`config.mk`:
```
export PLATFORM = sky130hd
export DESIGN_NAME = piso_tx_flat
export DESIGN_NICKNAME = d
export VERILOG_FILES = /design/src/rtl/piso_pkg.sv /design/src/rtl/piso_if.sv /design/src/rtl/piso_tx.sv /design/src/flat_wrapper.sv
export SDC_FILE = /design/constraint.sdc
export NUM_CORES = 1
export LEC_CHECK = 0
export BUFFER_PORTS_ARGS = -buffer_cell sky130_fd_sc_hd__buf_2
export CORE_MARGIN = 5
export CORE_UTILIZATION = 35
export DETAILED_ROUTE_END_ITERATION = 16
export PLACE_DENSITY_LB_ADDON = 0.2
export SLEW_MARGIN = 15
export SYNTH_ARGS = -nofsm -noshare
export SYNTH_HDL_FRONTEND = slang
export SYNTH_SLANG_ARGS = --single-unit
```
`constraint.sdc`:
```
create_clock -name clk -period 1.8 [get_ports clk]
set_input_delay 0.18 -clock clk [delete_from_list [all_inputs] [get_ports clk]]
set_output_delay 0.18 -clock clk [all_outputs]
set_load 0.05 [all_outputs]
```
`src/rtl/piso_pkg.sv`:
```
// Shared definitions for the parallel-in/serial-out transmitter and its sipo partner.
package piso_pkg;

    // Word width used by default on both ends of the serial link.
    localparam int PISO_WIDTH = 4;

    // Encoding values: idle = 0, shift = 1, gap = 2.
    typedef enum logic [1:0] {
        ST_IDLE  = 2'd0,
        ST_SHIFT = 2'd1,
        ST_GAP   = 2'd2
    } state_t;

endpackage

```
`src/rtl/piso_if.sv`:
```
// Word handshake plus serial output bundle of the transmitter.
interface piso_if #(
    parameter int WIDTH = piso_pkg::PISO_WIDTH
);
    logic [WIDTH-1:0] in_data;
    logic             in_valid;
    logic             in_ready;
    logic             so;
    logic             so_valid;
    logic             so_last;
    logic             busy;

    modport master (
        output in_data, in_valid,
        input  in_ready, so, so_valid, so_last, busy
    );

    modport slave (
        input  in_data, in_valid,
        output in_ready, so, so_valid, so_last, busy
    );
endinterface

```
`src/rtl/piso_tx.sv`:
```
// Parallel-in/serial-out transmitter, LSB first, with a one-word holding buffer
// and an optional idle gap after every frame.
//
//   state    | meaning
//   ---------+------------------------------------------------------------
//   ST_IDLE  | nothing on the line; load as soon as the holding buffer fills
//   ST_SHIFT | a frame bit is on so every cycle; cnt is the bit index
//   ST_GAP   | GAP idle cycles after a frame; gcnt counts them
module piso_tx
    import piso_pkg::*;
#(
    parameter int WIDTH = PISO_WIDTH,
    parameter int GAP   = 0
) (
    input logic     clk,
    input logic     rst,
    piso_if.slave   bus
);

    localparam int CW = $clog2(WIDTH);
    localparam int GW = (GAP > 0) ? $clog2(GAP + 1) : 1;
    localparam logic [CW-1:0] CNT_LAST = CW'(WIDTH - 1);
    localparam logic [GW-1:0] GAP_LAST = GW'((GAP > 0) ? GAP - 1 : 0);

    state_t           state;
    logic [WIDTH-1:0] sreg;
    logic [WIDTH-1:0] hold;
    logic             hold_full;
    logic             so_valid_r;
    logic [CW-1:0]    cnt;
    logic [GW-1:0]    gcnt;
    logic             accept;
    logic             load;

    // in_ready comes straight from hold_full, so accept never loops back through in_valid.
    assign accept = bus.in_valid & ~hold_full;

    // Decide whether the holding buffer moves into the shift register on this edge.
    always_comb begin
        load = 1'b0;
        if (hold_full) begin
            case (state)
                ST_IDLE:  load = 1'b1;
                ST_SHIFT: load = (GAP == 0) && (cnt == CNT_LAST);
                ST_GAP:   load = (gcnt == GAP_LAST);
                default:  load = 1'b0;
            endcase
        end
    end

    // Holding buffer: filled by an accept, emptied by a load.
    always_ff @(posedge clk or posedge rst) begin
        if (rst) begin
            hold      <= '0;
            hold_full <= 1'b0;
        end else begin
            if (accept)
                hold <= bus.in_data;
            hold_full <= accept | (hold_full & ~load);
        end
    end

    // Frame sequencer: shift out bits, insert the gap, chain the next word.
    always_ff @(posedge clk or posedge rst) begin
        if (rst) begin
            state      <= ST_IDLE;
            sreg       <= '0;
            cnt        <= '0;
            gcnt       <= '0;
            so_valid_r <= 1'b0;
        end else if (load) begin
            sreg       <= hold;
            cnt        <= '0;
            so_valid_r <= 1'b1;
            state      <= ST_SHIFT;
        end else begin
            case (state)
                ST_SHIFT: begin
                    if (cnt == CNT_LAST) begin
                        so_valid_r <= 1'b0;
                        if (GAP > 0) begin
                            gcnt  <= '0;
                            state <= ST_GAP;
                        end else begin
                            state <= ST_IDLE;
                        end
                    end else begin
                        sreg <= sreg >> 1;
                        cnt  <= cnt + CW'(1);
                    end
                end
                ST_GAP: begin
                    if (gcnt == GAP_LAST)
                        state <= ST_IDLE;
                    else
                        gcnt <= gcnt + GW'(1);
                end
                ST_IDLE: ;
                default: state <= ST_IDLE;
            endcase
        end
    end

    assign bus.so       = so_valid_r & sreg[0];
    assign bus.so_valid = so_valid_r;
    assign bus.so_last  = so_valid_r & (cnt == CNT_LAST);
    assign bus.busy     = (state != ST_IDLE) | hold_full;
    assign bus.in_ready = ~hold_full;

endmodule

```
`src/flat_wrapper.sv`:
```
// flat-port wrapper written by rule: the top's interface ports become plain ports
module piso_tx_flat import piso_pkg::*;
#(
    parameter int WIDTH = PISO_WIDTH,
    parameter int GAP   = 0
)
  (clk, rst, bus_in_data, bus_in_valid, bus_in_ready, bus_so, bus_so_valid, bus_so_last, bus_busy);
  piso_if #(.WIDTH(WIDTH)) bus_i ();
  input logic clk;
  input logic rst;
  input wire logic [$bits(bus_i.in_data)-1:0] bus_in_data;
  input wire logic [$bits(bus_i.in_valid)-1:0] bus_in_valid;
  output wire logic [$bits(bus_i.in_ready)-1:0] bus_in_ready;
  output wire logic [$bits(bus_i.so)-1:0] bus_so;
  output wire logic [$bits(bus_i.so_valid)-1:0] bus_so_valid;
  output wire logic [$bits(bus_i.so_last)-1:0] bus_so_last;
  output wire logic [$bits(bus_i.busy)-1:0] bus_busy;
  assign bus_i.in_data = bus_in_data;
  assign bus_i.in_valid = bus_in_valid;
  assign bus_in_ready = bus_i.in_ready;
  assign bus_so = bus_i.so;
  assign bus_so_valid = bus_i.so_valid;
  assign bus_so_last = bus_i.so_last;
  assign bus_busy = bus_i.busy;
  piso_tx #(.WIDTH(WIDTH), .GAP(GAP)) u_core (.clk(clk), .rst(rst), .bus(bus_i));
endmodule
```
==> After elaboration in Yosys (flattened, before gate mapping) <==
Cells that the tools add are included.
{ "classes": {"add_sub_neg": 2, "muxes": 16, "n_bitwise": 9, "n_reduce_logical": 8, "eq_ne": 7} }
{ "op_table": {"columns": ["cell", "n"], "rows": [
  ["2-to-1 mux 2 bit", 6],
  ["2-to-1 mux 4 bit", 3],
  ["case mux 2 bit (3 select lines)", 1],
  ["AND reduction 2 bit", 3],
  ["nonzero test 2 bit", 3],
  ["2-to-1 mux 1 bit", 5],
  ["bitwise AND 1 bit", 4],
  ["equality test 2 bit, second input constant", 2],
  ["inequality test 2 x 1 -> 1 bit, second input constant", 2],
  ["inequality test 3 x 1 -> 1 bit, second input constant", 1],
  ["inequality test 3 bit, second input constant", 1],
  ["inverter 1 bit", 3],
  ["case mux 1 bit (3 select lines)", 1],
  ["AND reduction 3 bit", 1],
  ["adder 2 x 1 -> 2 bit, second input constant", 1],
  ["equality test 2 x 1 -> 1 bit, second input constant", 1],
  ["logical NOT 2 bit", 1],
  ["OR 1 bit", 2],
  ["adder 1 bit, second input constant", 1]
]} }
{ "word_totals": {"reg_bits": 15, "wordCells": 49, "out_inout_bits": 5} }

==> Logic depth before layout (Yosys ltp) <==
{ "logic_depth": {"word_depth": 6, "mapped_depth": 4} }

==> Worst setup path after synthesis <==
OpenSTA, ideal clock, no wires.
{ "synth_timing": {"path_kind": "register to register", "from": "reg u_core.state[0]", "to": "reg u_core.cnt[1]", "period_less_slack_ns": 1.346, "stages_incl_launch_ff": 4, "arrival_ns": 1.222, "setup_time_ns": 0.125, "setup_slack_ns": 0.454, "n_path_buf": 1, "path_cell_list": "dfrtp_1 nand2b_1 buf_2 mux2_2"} }
{ "synth_between": {"elab_chain_cells": 5, "elab_cells_between_ends": 9, "cone_classes": "eq/ne (3); mux (3); reduce/logical (3)"} }
{ "synth_rtl": {"columns": ["element", "line", "source"], "rows": [
  ["start: declaration", "piso_tx.sv:25", "state_t state;"],
  ["start signal: assignment", "piso_tx.sv:66", "state <= ST_IDLE;"],
  ["start signal: assignment", "piso_tx.sv:75", "state <= ST_SHIFT;"],
  ["start signal: assignment", "piso_tx.sv:83", "state <= ST_GAP;"],
  ["equality test 2 bit, or another cell as far along", "piso_tx.sv:42", "case (state)"],
  ["case mux 1 bit (3 select lines)", "piso_tx.sv:42", null],
  ["2-to-1 mux 1 bit", "piso_tx.sv:41", "if (hold_full) begin"],
  ["inequality test 2 x 1 -> 1 bit (no line) / nonzero test 2 bit (equally long branches)", null, null],
  ["AND reduction 2 bit (no line)", null, null],
  ["end signal: assignment", "piso_tx.sv:89", "cnt <= cnt + CW'(1);"],
  ["end: declaration", "piso_tx.sv:30", "logic [CW-1:0] cnt;"]
]} }
Several ways; a longest one is shown, not always the timed one.
A chain may end at the register's enable or synchronous reset.

==> Worst setup path after layout <==
{ "layout_timing": {"from": "reg u_core.hold_full", "to": "out bus_busy"} }
{ "layout_between": {"elab_chain_cells": 1} }
{ "layout_rtl": {"columns": ["element", "line", "source"], "rows": [
  ["start: declaration", "piso_tx.sv:28", "logic hold_full;"],
  ["start signal: assignment", "piso_tx.sv:59", "hold_full <= accept | (hold_full & ~load);"],
  ["OR 1 bit", "piso_tx.sv:107", "assign bus.busy = (state != ST_IDLE) | hold_full;"],
  ["end: declaration", "flat_wrapper.sv:17", "output wire logic [$bits(bus_i.busy)-1:0] bus_busy;"]
]} }
Every way passes these cells.

==> impl_summary.md <==
Synth
After Yosys synthesis, XOR and XNOR cells account for 0% of the synthesized area. The register bit count reported by yosys is 12. The synthesized netlist devotes 11.5% of its cell area to simple gates. The post-synthesis cell count is 41. The synthesized net count is 49. The combined area of all synthesized cells is 577 um2. Summing the areas of all compound-gate instances in the mapped netlist gives 1.30% of the synthesized area. The Yosys step of the flow raised 0 warnings.

The sequential cell area fraction in the yosys report is 52.1%. The mux cell area share after synthesis is 28.9%. The per-instance average area after synthesis is 14.1 um2. Yosys mapped the design onto 17 distinct sky130hd cell types.

The synthesized netlist devotes 2.17% of its cell area to adder and majority cells. The main combinational cell family by area after synthesis is multiplexers.

Placed design
Once detailed placement completed, the half-perimeter wirelength came to 691 um. The instance area at placement is 636 um2. Input and output buffers added on the ports amount to 11.

The weighted congestion reported at the end of routability-driven placement is 0.695. Prior to clock tree synthesis, the placed netlist has a worst setup slack of 418 ps. Once placement completed, the tool counted placed cells totaling 66.

Final layout
The final-layout fill cell count is 157. With fillers left out, the area of the finished cells amounts to 668 um2. The net count of the finished layout is 64. The area added between synthesis and finish is 15.8%. The repair_antennas step left the layout with diodes totalling 0. The count of non-filler cells in the finished layout is 70. In the final layout, the share of cells above drive strength 1 is 50.0%. Cells fill 43.3% of the core in the end.

Detailed routing
The routed length on met3 is 96 um. For this run, design rule violations remaining after detail routing come to 0. After detailed routing, no signal wire sits above met3.

After the first detailed-routing iteration, the DRC count stood at 0. The routed metal-1 wire length is 440 um. For this run, the detailed router's first-pass iteration total came to 1. Across all layers, the routed design uses 338 vias.

The sum of met2 wire segment lengths after detailed routing is 401 um. The number of vias per cell after detailed routing is 4.83. The detailed-route wire length is 938 um. The remaining antenna violation count is 0. After detailed routing, the average wire length per cell comes to 13.4 um.

STA
The total count of hold-check failures in the final report was 0. The worst path uses 85.8% of the clock period. Across the routed clock network, the largest skew measured is 4.08 ps. Setup violations remaining at the end of the flow were counted as 0. The number of pins exceeding their max-slew limit in the final report is 0. Headroom to the max-slew limit came out at 68.8%. Based on the critical path, the design can be clocked at up to 648 MHz.

The actual slew at the worst max-slew pin is 468 ps. Once routing completed, OpenROAD measured the worst setup slack at 256 ps. The clock period could shrink to 1540 ps. Setup repair after global routing left no endpoint under its margin. The sum of negative setup slack is 0 ps.

Worst setup path
STA classifies the critical path startpoint as a flip-flop. The endpoint class of the critical path is an output port. Across all register-to-register paths, the minimum setup slack is 420 ps. The capturing instance or port of the critical path is bus_busy. The kind of critical path is reg2out. The startpoint of the lowest-slack register-to-register path is u_core.cnt[0]$_DFFE_PP0P_. The number of cells on the worst reg-to-reg path is 3. The worst setup path startpoint is u_core.hold_full$_DFF_PP0_. The worst flop-to-flop path endpoint is u_core.sreg[2]$_DFFE_PP0P_.

The worst path arrival time is 1360 ps. The endpoint required time on the critical path is 1620 ps. Along the worst path, the maximum fanout reaches 10.

Power
IR analysis of the VDD net gives a maximum drop of 0.733 mV. In this run the power density over the cells is 1920 nW/um2. The fraction of power consumed by combinational cells is 48.3%.

Summed over all nets, the switching power comes to 0.000490 W. The switching portion of total power is 38.2%. The reported leakage power is 0.339 nW.

The portion of total power attributed to the clock network is 12.7%. Sequential cells account for 39.0% of the total power. The internal power contribution is 0.000794 W.

Global route
The number of antenna violations at the first check in global routing is 0. In the global route stage, overall resource usage came out at 8.37%. The pin count of the biggest net entering global routing is 13. The first global-routing pass estimated 1550 um of wire. Summed over all layers, the global routing overflow is 0. The via count of the first global-routing pass is 360.

Clocking
The CTS tree is done. The later pin in the worst-skew pair is clocked with a latency of 270 ps. Counting along the longest clock path gives a buffer depth of 2. The clock tree root driver cell is sky130_fd_sc_hd__clkbuf_4. The number of H-tree levels is 1. The number of clock buffers added by TritonCTS is 3. The CTS clock-pin slew for the worst setup and hold paths is 70 ps. CTS saw 12 sinks. The post-CTS repair timing setup buffer count is 0. The count of instances resized after the clock tree is built is 0.

The count of hold-fix buffers inserted at cts is 1.

Floorplan
The standard-cell row count is 14. For this configuration, the core starts out at a cell density of 37.4%. The die outline area is 2560 um2. 12 I/O pins were placed. The total core area is 1540 um2. The die height is 50.6 um. The die boundary width is 50.6 um.

Min path
The tightest min-delay check is of the in2reg type. The worst hold path was traced through 2 stages.

Job
The count of maximum capacitance violations is 0.

Run status
The run finished with clean final reports.
## through the flow
| stage | hold slack [ps] | power, W |
|---|---|---|
| after global placement | 222 | 0.00113 |
| final | 134 | 0.00128 |
| after global routing | 112 | 0.00139 |
| after CTS | 124 | 0.00131 |
| after floorplan | 44.7 | 0.00105 |
| after detailed placement | 222 | 0.00114 |
## kinds of logic (layout without fill, tap and decap cells)
group / Yosys count / after routing
multiplexers: 13 / 13
AND/OR/NAND/NOR: 10 / 10
flip-flops: 12 / 12
buffers and inverters: 4 / 17
AO/OA/AOI/OAI: 1 / 1
adder cells (fa/ha/maj): 1 / 1
## flip-flops by register name (all words and copies together) (netlist names)
name              count
u_core.cnt            2
u_core.hold           4
u_core.hold_full      1
u_core.sreg           4
u_core.state          1
## worst min path at each step
stage	slack, ps	endpoint	start
floorplan	40	u_core.cnt[0]$_DFFE_PP0P_	rst
global placement	220	u_core.hold_full$_DFF_PP0_	rst
detailed placement	220	u_core.hold[3]$_DFFE_PP0P_	rst
CTS	120	u_core.hold[0]$_DFFE_PP0P_	bus_in_data[0]
global route	110	u_core.hold[0]$_DFFE_PP0P_	bus_in_data[0]
finish	130	u_core.hold[0]$_DFFE_PP0P_	bus_in_data[0]
## worst max-delay path, cell delays in order, from the launching register on
cell and delay [ps]:
sky130_fd_sc_hd__dfrtp_1 540, sky130_fd_sc_hd__or2_2 340, sky130_fd_sc_hd__buf_2 210
## power groups by stage
stage | registers, W | clock network, W | logic [W]
CTS | 0.000505 | 0.000174 | 0.000633
floorplan | 0.000468 | 0 | 0.000585
detailed placement | 0.000511 | 0 | 0.000627
global placement | 0.000508 | 0 | 0.000619
finish | 0.000501 | 0.000163 | 0.000620
global route | 0.000521 | 0.000190 | 0.000677
## Yosys cell counts
| master | number | area, um2 |
|---|---|---|
| sky130_fd_sc_hd__dfrtp_1 | 12 | 300 |
| sky130_fd_sc_hd__mux2_4 | 6 | 90.1 |
| sky130_fd_sc_hd__mux2_2 | 5 | 56.3 |
| sky130_fd_sc_hd__and2_1 | 2 | 12.5 |
| sky130_fd_sc_hd__inv_1 | 2 | 7.51 |
| sky130_fd_sc_hd__mux2i_1 | 2 | 20.0 |
| sky130_fd_sc_hd__nand2b_1 | 2 | 12.5 |
| sky130_fd_sc_hd__a21o_1 | 1 | 7.51 |
| sky130_fd_sc_hd__and2b_1 | 1 | 7.51 |
| sky130_fd_sc_hd__buf_2 | 1 | 5.00 |
| sky130_fd_sc_hd__buf_6 | 1 | 11.3 |
| sky130_fd_sc_hd__ha_1 | 1 | 12.5 |
| sky130_fd_sc_hd__nand2_1 | 1 | 3.75 |
| sky130_fd_sc_hd__nor2_1 | 1 | 3.75 |
| sky130_fd_sc_hd__nor2b_1 | 1 | 6.26 |
| sky130_fd_sc_hd__nor2b_4 | 1 | 13.8 |
| sky130_fd_sc_hd__or2_2 | 1 | 6.26 |
## placed cells by master (no fill, tap or decap), types with 2 or more instances in the layout
master | netlist | final
sky130_fd_sc_hd__mux2i_1 | 2 | 2
sky130_fd_sc_hd__mux2_2 | 5 | 5
sky130_fd_sc_hd__inv_1 | 2 | 2
sky130_fd_sc_hd__clkbuf_4 | 0 | 3
sky130_fd_sc_hd__dfrtp_1 | 12 | 12
sky130_fd_sc_hd__nand2b_1 | 2 | 2
sky130_fd_sc_hd__buf_2 | 1 | 11
sky130_fd_sc_hd__mux2_4 | 6 | 6
sky130_fd_sc_hd__and2_1 | 2 | 2
## layout make-up
type	instances	area, um2	share of cell area [%]
clock buffers	3	22.5	3.37
repair buffers	12	65.1	9.74
inverters	2	7.51	1.12
multi-input cells	25	253	37.8
flip-flops and latches	12	300	44.9
well taps	16	20.0	3.00
## routing by layer
metal / up-vias / global-route usage (%)
met2: 13 / 11.4
met1: 162 / 9.91
li1: 163 / -
met4: 0 / 2.55
met5: - / 0
met3: 0 / 6.80
Power figures use the tool's default switching activity.
